**src/rtl/axi_pkg.sv**
```systemverilog
// Shared AXI-Lite definitions: master FSM states and response codes.
package axi_pkg;

    localparam int unsigned RESP_W = 2;

    typedef enum logic [2:0] {
        ST_IDLE,
        ST_AW,
        ST_W,
        ST_B,
        ST_AR,
        ST_R,
        ST_RSP
    } state_e;

    localparam logic [RESP_W-1:0] RESP_OKAY   = 2'b00;
    localparam logic [RESP_W-1:0] RESP_EXOKAY = 2'b01;
    localparam logic [RESP_W-1:0] RESP_SLVERR = 2'b10;
    localparam logic [RESP_W-1:0] RESP_DECERR = 2'b11;

endpackage

```
**src/rtl/axi_lite_master.sv**
```systemverilog
// Single-outstanding AXI-Lite master: turns one cmd into an AW/W/B or AR/R
// sequence and returns the slave response on the rsp port.
module axi_lite_master
    import axi_pkg::*;
#(
    parameter int unsigned ADDR_W = 32,
    parameter int unsigned DATA_W = 32
) (
    input  logic              aclk,
    input  logic              arst,
    input  logic              cmd_valid,
    output logic              cmd_ready,
    input  logic              cmd_write,
    input  logic [ADDR_W-1:0] cmd_addr,
    input  logic [DATA_W-1:0] cmd_wdata,
    output logic              rsp_valid,
    input  logic              rsp_ready,
    output logic [DATA_W-1:0] rsp_rdata,
    output logic [RESP_W-1:0] rsp_resp,
    output logic              rsp_write,
    output logic              awvalid,
    output logic [ADDR_W-1:0] awaddr,
    input  logic              awready,
    output logic              wvalid,
    output logic [DATA_W-1:0] wdata,
    input  logic              wready,
    input  logic              bvalid,
    input  logic [RESP_W-1:0] bresp,
    output logic              bready,
    output logic              arvalid,
    output logic [ADDR_W-1:0] araddr,
    input  logic              arready,
    input  logic              rvalid,
    input  logic [DATA_W-1:0] rdata,
    input  logic [RESP_W-1:0] rresp,
    output logic              rready
);

    state_e              state_q, state_d;
    logic                cmd_ready_q, cmd_ready_d;
    logic                awvalid_q, awvalid_d;
    logic                wvalid_q, wvalid_d;
    logic                bready_q, bready_d;
    logic                arvalid_q, arvalid_d;
    logic                rready_q, rready_d;
    logic                rsp_valid_q, rsp_valid_d;
    logic                rsp_write_q, rsp_write_d;
    logic [ADDR_W-1:0]   awaddr_q, awaddr_d;
    logic [ADDR_W-1:0]   araddr_q, araddr_d;
    logic [DATA_W-1:0]   wdata_q, wdata_d;
    logic [DATA_W-1:0]   rsp_rdata_q, rsp_rdata_d;
    logic [RESP_W-1:0]   rsp_resp_q, rsp_resp_d;

    // Next state; address/data registers double as the command holding registers.
    always_comb begin
        state_d     = state_q;
        awaddr_d    = awaddr_q;
        araddr_d    = araddr_q;
        wdata_d     = wdata_q;
        rsp_rdata_d = rsp_rdata_q;
        rsp_resp_d  = rsp_resp_q;
        rsp_write_d = rsp_write_q;

        case (state_q)
            ST_IDLE: begin
                if (cmd_valid && cmd_ready_q) begin
                    rsp_write_d = cmd_write;
                    if (cmd_write) begin
                        awaddr_d = cmd_addr;
                        wdata_d  = cmd_wdata;
                        state_d  = ST_AW;
                    end else begin
                        araddr_d = cmd_addr;
                        state_d  = ST_AR;
                    end
                end
            end
            ST_AW:  if (awvalid_q && awready) state_d = ST_W;
            ST_W:   if (wvalid_q && wready)   state_d = ST_B;
            ST_B: begin
                if (bvalid && bready_q) begin
                    rsp_resp_d  = bresp;
                    rsp_rdata_d = '0;
                    state_d     = ST_RSP;
                end
            end
            ST_AR:  if (arvalid_q && arready) state_d = ST_R;
            ST_R: begin
                if (rvalid && rready_q) begin
                    rsp_resp_d  = rresp;
                    rsp_rdata_d = rdata;
                    state_d     = ST_RSP;
                end
            end
            ST_RSP: if (rsp_valid_q && rsp_ready) state_d = ST_IDLE;
            default: state_d = ST_IDLE;
        endcase

        // Handshake outputs are decoded from the next state so they leave flops.
        cmd_ready_d = (state_d == ST_IDLE);
        awvalid_d   = (state_d == ST_AW);
        wvalid_d    = (state_d == ST_W);
        bready_d    = (state_d == ST_B);
        arvalid_d   = (state_d == ST_AR);
        rready_d    = (state_d == ST_R);
        rsp_valid_d = (state_d == ST_RSP);
    end

    always_ff @(posedge aclk or negedge arst) begin
        if (!arst) begin
            state_q     <= ST_IDLE;
            cmd_ready_q <= 1'b0;
            awvalid_q   <= 1'b0;
            wvalid_q    <= 1'b0;
            bready_q    <= 1'b0;
            arvalid_q   <= 1'b0;
            rready_q    <= 1'b0;
            rsp_valid_q <= 1'b0;
            rsp_write_q <= 1'b0;
            awaddr_q    <= '0;
            araddr_q    <= '0;
            wdata_q     <= '0;
            rsp_rdata_q <= '0;
            rsp_resp_q  <= RESP_OKAY;
        end else begin
            state_q     <= state_d;
            cmd_ready_q <= cmd_ready_d;
            awvalid_q   <= awvalid_d;
            wvalid_q    <= wvalid_d;
            bready_q    <= bready_d;
            arvalid_q   <= arvalid_d;
            rready_q    <= rready_d;
            rsp_valid_q <= rsp_valid_d;
            rsp_write_q <= rsp_write_d;
            awaddr_q    <= awaddr_d;
            araddr_q    <= araddr_d;
            wdata_q     <= wdata_d;
            rsp_rdata_q <= rsp_rdata_d;
            rsp_resp_q  <= rsp_resp_d;
        end
    end

    assign cmd_ready = cmd_ready_q;
    assign awvalid   = awvalid_q;
    assign awaddr    = awaddr_q;
    assign wvalid    = wvalid_q;
    assign wdata     = wdata_q;
    assign bready    = bready_q;
    assign arvalid   = arvalid_q;
    assign araddr    = araddr_q;
    assign rready    = rready_q;
    assign rsp_valid = rsp_valid_q;
    assign rsp_rdata = rsp_rdata_q;
    assign rsp_resp  = rsp_resp_q;
    assign rsp_write = rsp_write_q;

endmodule
```
**config.mk**
```make
export PLATFORM = sky130hd
export DESIGN_NAME = axi_lite_master
export DESIGN_NICKNAME = d
export VERILOG_FILES = /design/src/rtl/axi_pkg.sv /design/src/rtl/axi_lite_master.sv
export SDC_FILE = /design/constraint.sdc
export NUM_CORES = 1
export LEC_CHECK = 0
export ABC_CLOCK_PERIOD_IN_PS = 2150
export BUFFER_PORTS_ARGS = -buffer_cell sky130_fd_sc_hd__buf_4
export CORE_MARGIN = 1.5
export CORE_UTILIZATION = 47
export DETAILED_ROUTE_END_ITERATION = 10
export PLACE_DENSITY = 0.81
export SYNTH_ARGS = -nofsm -noshare
export SYNTH_HDL_FRONTEND = slang
export SYNTH_SLANG_ARGS = --single-unit
export TNS_END_PERCENT = 10
```
**constraint.sdc**
```tcl
create_clock -name aclk -period 2.15 [get_ports aclk]
set_clock_uncertainty 0.05 [all_clocks]
set_input_delay 0.3225 -clock aclk [delete_from_list [all_inputs] [get_ports aclk]]
set_output_delay 0.3225 -clock aclk [all_outputs]
set_load 0.02 [all_outputs]
```
* Word-level counts from Yosys, hierarchy flattened
Cells that the tools add are included.
** Storage, ports and cells
- Register bits :: 141
- Bits in latches :: 0
- Memory bits (writable) :: 0
- ROM bits :: 0
- Bits of input ports :: 110
- Output and inout port bits :: 138
- Logic and storage cells :: 58
- Memories :: 0
** Operators by class
- Add/sub/neg operators :: 0
- Multipliers :: 0
- Divide/modulo/power cells :: 0
- $lt $le $gt $ge :: 0
- Equal/unequal tests :: 14
- Shift operators :: 0
- Muxes and demuxes :: 15
- Bitwise gates (word level) :: 1
- Reduce and logical (&&, ||, !) cells :: 14
** Operators with widths (number)
- $mux 32 :: 2
- $pmux 32 s2 :: 1
- $mux 3 :: 8
- $pmux 3 s7 :: 1
- $eq 3x3->1 const B :: 6
- $eq 3x2->1 const B :: 4
- $reduce_and 3->1 :: 3
- $logic_and 1x1->1 :: 7
- $eq 3x1->1 const B :: 2
- $logic_not 3->1 :: 2
- $mux 2 :: 2
- $ne 2x2->1 const B :: 2
- $pmux 2 s2 :: 1
- $reduce_and 2->1 :: 1
- $reduce_bool 2->1 :: 1
- $not 1->1 :: 1

* Longest topological paths before layout
- Depth in word-level cells :: 4
- Depth in mapped cells :: 7
- Gate-level depth less buffers :: 4

* Worst setup path before layout
OpenSTA, ideal clock, no wires.
- Path type :: register -> register
- Start :: register cmd_ready_q, in the netlist cmd_ready
- End :: register wdata_q[10], in the netlist wdata[10]
- Library setup time :: 125 ps
- Arrival time :: 1455 ps
- Required time :: 1975 ps
- Slack :: 520 ps
- Cell stages (with the launch flop) :: 6
- Buffers on the path :: 2
- Cell sequence :: dfrtp_1 -> nor2b_1 -> nand4_2 -> buf_6 -> buf_6 -> mux2_4
** On the way
- Longest elaborated chain between the ends :: 2
** Ends and longest elaborated chain
- start, declared :: RTL line axi_lite_master.sv:40 : logic cmd_ready_q, cmd_ready_d;
- start signal, assigned :: RTL line axi_lite_master.sv:127 : cmd_ready_q <= cmd_ready_d;
- $logic_and 1x1->1 :: RTL line axi_lite_master.sv:66 : if (cmd_valid && cmd_ready_q) begin
- $reduce_and 3->1 (no source line)
- end signal, assigned :: RTL line axi_lite_master.sv:137 : wdata_q <= wdata_d;
- end, declared :: RTL line axi_lite_master.sv:50 : logic [DATA_W-1:0] wdata_q, wdata_d;
No other way between the ends.
A chain may end at the register's enable or synchronous reset.

* Worst setup path after layout
- Start :: register state_q[1]
- End :: register rsp_rdata_q[13], in the netlist rsp_rdata[13]
** On the way
- Longest elaborated chain between the ends :: 3
- Elaborated cells on any way between the ends :: 7
** Ends and longest elaborated chain
- start, declared :: RTL line axi_lite_master.sv:39 : state_e state_q, state_d;
- start signal, assigned :: RTL line axi_lite_master.sv:126 : state_q <= state_d;
- $eq 3x3->1 or $eq 3x2->1 (tied branches) :: RTL line axi_lite_master.sv:64 : case (state_q)
- $ne 2x2->1 (no source line) or $reduce_bool 2->1 (tied branches)
- $reduce_and 3->1 (no source line)
- end signal, assigned :: RTL line axi_lite_master.sv:138 : rsp_rdata_q <= rsp_rdata_d;
- end, declared :: RTL line axi_lite_master.sv:51 : logic [DATA_W-1:0] rsp_rdata_q, rsp_rdata_d;
Parallel ways exist; a longest one is shown, timed or not.

==> impl_metrics.prom <==
# TYPE chip_impl_metric gauge
chip_impl_metric{name="antenna_found_initial",unit=""} 0
chip_impl_metric{name="area_delta_synth_final",unit="%"} 46.98
chip_impl_metric{name="number_of_buffers_inserted_by_hold_repair_at_cts",unit=""} 1
chip_impl_metric{name="post_drt_wl_per_cell",unit="um"} 16.98
chip_impl_info{name="rsz0062_at_grt",value="no"} 1
chip_impl_metric{name="placeableCoreArea",unit="um2"} 11520
chip_impl_metric{name="totalPowerFinal",unit="mW"} 11.66
chip_impl_metric{name="dr_vias",unit=""} 4057
chip_impl_metric{name="grt_pass1_vias",unit=""} 4463
chip_impl_metric{name="finalSetupViolations",unit=""} 0
chip_impl_info{name="violations_in_the_final_reports",value="DRC"} 1
chip_impl_metric{name="post_route_clock_period_utilization",unit=""} 0.8553
chip_impl_metric{name="synth-seq-cells",unit=""} 141
chip_impl_metric{name="die_y",unit="um"} 112.2
chip_impl_metric{name="instance_count_of_the_mapped_netlist",unit=""} 404
chip_impl_metric{name="ctsResizeCount",unit=""} 0
chip_impl_metric{name="timing.slew.headroom",unit=""} 0.6204
chip_impl_metric{name="critical_path_arrival",unit="ps"} 2110
chip_impl_metric{name="finalCoreUtilization",unit=""} 0.7148
chip_impl_info{name="yosys.area.top_type",value="dfrtp_1"} 1
chip_impl_metric{name="h_tree_lvls",unit=""} 4
chip_impl_metric{name="postSynthNetCount",unit=""} 514
chip_impl_metric{name="start_util",unit=""} 0.4863
chip_impl_metric{name="cp.required",unit="ps"} 2420
chip_impl_metric{name="synth_seq_area_share",unit=""} 0.6300
chip_impl_metric{name="std_cell_rows",unit=""} 39
chip_impl_metric{name="timing.hold.ws",unit="ps"} 99.71
chip_impl_metric{name="numCtsBuffers",unit=""} 17
chip_impl_metric{name="floorplan.die.width",unit="um"} 112.2
chip_impl_metric{name="synth_top_area_share",unit=""} 0.6300
chip_impl_metric{name="synth_enable_flop_cells",unit=""} 0
chip_impl_metric{name="maxCapViolations",unit=""} 0
chip_impl_metric{name="gpl.final_weighted_congestion",unit=""} 0.7890
chip_impl_metric{name="gr-usage-all-layers",unit=""} 0.2271
chip_impl_metric{name="die_area",unit="um2"} 12580
chip_impl_metric{name="antenna_left",unit=""} 0
chip_impl_metric{name="clock_path_buffers",unit=""} 2
chip_impl_info{name="cts_tree",value="yes"} 1
chip_impl_info{name="hold_path.class",value="input port to flip-flop"} 1
chip_impl_metric{name="timing.critical_path.fanout_max",unit=""} 18
chip_impl_metric{name="antenna_diode_count",unit=""} 0
chip_impl_info{name="cp-end-kind",value="flip-flop"} 1
chip_impl_info{name="clock_root_buffer",value="clkbuf_16"} 1
chip_impl_info{name="synth_area_leaders",value="dfrtp_1 63%, mux2_2 14%, mux2_4 7.5%"} 1
chip_impl_metric{name="pin_count_of_the_biggest_net_entering_global_routing",unit=""} 69
chip_impl_metric{name="final_hold_viol_count",unit=""} 0
chip_impl_metric{name="clkLatencyLatePin",unit="ps"} 400
chip_impl_metric{name="global_route_wire_length_before_repair",unit="mm"} 22.19
chip_impl_metric{name="detail_route.iter0.violations",unit=""} 313
chip_impl_metric{name="p_leak",unit="nW"} 4.261
chip_impl_metric{name="library_cells_used_by_synthesis",unit=""} 33
chip_impl_metric{name="final.setup.worst_slack",unit="ps"} 311.1
chip_impl_metric{name="hpwl_dp",unit="mm"} 10.04
chip_impl_metric{name="dr.pass1.iters",unit=""} 8
chip_impl_metric{name="final_net_count",unit=""} 768
chip_impl_metric{name="power.ir.vdd_worst",unit="mV"} 1.091
chip_impl_metric{name="timing.final.max_slew_violations",unit=""} 0
chip_impl_metric{name="netlist_area",unit="um2"} 5600
chip_impl_info{name="outcome",value="complete, but fails checks"} 1
chip_impl_metric{name="asyncSetResetFlopFracSynth",unit=""} 1.000
chip_impl_metric{name="regToRegSetupSlack",unit="ps"} 310
chip_impl_metric{name="synthesis.area_per_instance",unit="um2"} 13.86
chip_impl_metric{name="clock_sink_count",unit=""} 141
chip_impl_metric{name="layout.filler_cells",unit=""} 819
chip_impl_metric{name="layout_min_cycle_time",unit="ps"} 1839
chip_impl_metric{name="setup_ws_pre_cts",unit="ps"} 288.7
chip_impl_metric{name="place_area",unit="um2"} 7626
chip_impl_metric{name="dpl.cell_count",unit=""} 781
chip_impl_info{name="setup.worst_path.start_class",value="flip-flop"} 1
chip_impl_info{name="critPathKind",value="flip-flop to flip-flop"} 1
chip_impl_metric{name="synthesis.yosys.warnings",unit=""} 0
chip_impl_metric{name="final.setup.tns",unit="ps"} 0
chip_impl_metric{name="detail_route.wirelength",unit="mm"} 13.79
chip_impl_metric{name="layout-drive-gt1-share",unit=""} 0.5815
chip_impl_metric{name="worst_slew_pin_slew",unit="ps"} 569.4
chip_impl_metric{name="port_buffers",unit=""} 247
chip_impl_info{name="synth_top_flop_cell",value="dfrtp_1"} 1
chip_impl_metric{name="routed_via_density",unit=""} 4.996
chip_impl_metric{name="detail_route.drc_violations",unit=""} 16
chip_impl_metric{name="cts_setup_buffers",unit=""} 0
chip_impl_metric{name="pin_count",unit=""} 248
chip_impl_metric{name="power_density",unit="nW/um2"} 1416
chip_impl_metric{name="clock.fmax",unit="GHz"} 0.5438
chip_impl_metric{name="grt_overflow",unit=""} 0
chip_impl_metric{name="clkSlewWorstSetupHoldPaths",unit="ps"} 60
chip_impl_metric{name="final_design_area_no_fill",unit="um2"} 8232
chip_impl_metric{name="cell_count_final_fillers_out",unit=""} 812
## synthesized netlist by cell type (3+ instances only)
library cell	n
buf_4	5
dfrtp_1	141
mux2_2	68
nand3_1	5
o21ai_0	14
nor2b_1	3
o21ai_1	22
mux2_4	28
clkbuf_1	3
buf_2	11
buf_6	5
nand2_1	74
## power breakdown
part	switching [mW]	leakage [nW]	internal, mW
registers	0.609	1.84	3.65
logic	2.26	2.13	2.24
clock network	1.02	0.287	1.88
## state kept, by name, indices dropped and copies added, names as in the netlist
| register | cells |
|---|---|
| awvalid | 1 |
| state_q | 3 |
| wdata | 32 |
| wvalid | 1 |
| rsp_rdata | 32 |
| rsp_resp | 2 |
| cmd_ready | 1 |
| rready | 1 |
| arvalid | 1 |
| rsp_valid | 1 |
| araddr | 32 |
| rsp_write | 1 |
| bready | 1 |
| awaddr | 32 |
## final timing paths
kind                       cells past startpoint             to         start
max reg2reg                                    4  rsp_rdata[13]    state_q[1]
min reg2reg                                    2      rsp_write     rsp_write
max                                            4  rsp_rdata[13]    state_q[1]
max in group asynchronous                      3     araddr[27]          arst
min in group asynchronous                      2     awaddr[14]          arst
min                                            2       wdata[0]  cmd_wdata[0]
## cell families after synthesis
logic type / count (synthesis) / synth area share
mux: 98 / 0.2154
buf+inv: 25 / 0.02927
simple gates: 97 / 0.08154
flops: 141 / 0.6300
compound gates: 43 / 0.04379
## cells in the final DEF, fill, tap and decap left out, drive strengths merged, types with 2 or more instances in the layout
cell and n:
and3b 2, and4b 2, buf 258, bufinv 2, clkbuf 25, clkinvlp 2, dfrtp 141, mux2 96
mux2i 2, nand2 74, nand3 6, nand4 2, nor2 2, nor2b 3, nor3b 3, o211ai 2
o21ai 37
## critical path, stage by stage (launching register included)
cell	delay [ps]
dfrtp_1	520
and3b_1	640
buf_4	320
nand2_1	80
o21ai_1	140
## layer usage
metal | part of all wire | routed length, um | GRT usage | vias to the layer above
met5 | 0 | 0 | 0 | -
met3 | 0.094 | 1292 | 0.08423 | 24
li1 | - | - | - | 1893
met2 | 0.51 | 7017 | 0.3861 | 185
met1 | 0.38 | 5172 | 0.2578 | 1955
met4 | 0.022 | 305 | 0.09958 | 0
## area by class of cell
class / count / area [um2] / share of cell area
timing repair buffer: 259 / 2001 / 0.2430
clock inverter: 5 / 80.08 / 0.009728
sequential: 141 / 3528 / 0.4286
tap: 143 / 178.9 / 0.02174
multi-input combinational: 238 / 1924 / 0.2338
inverter: 1 / 3.754 / 0.0004560
clock buffer: 25 / 515.5 / 0.06262
(Power assumes the default switching activity.)
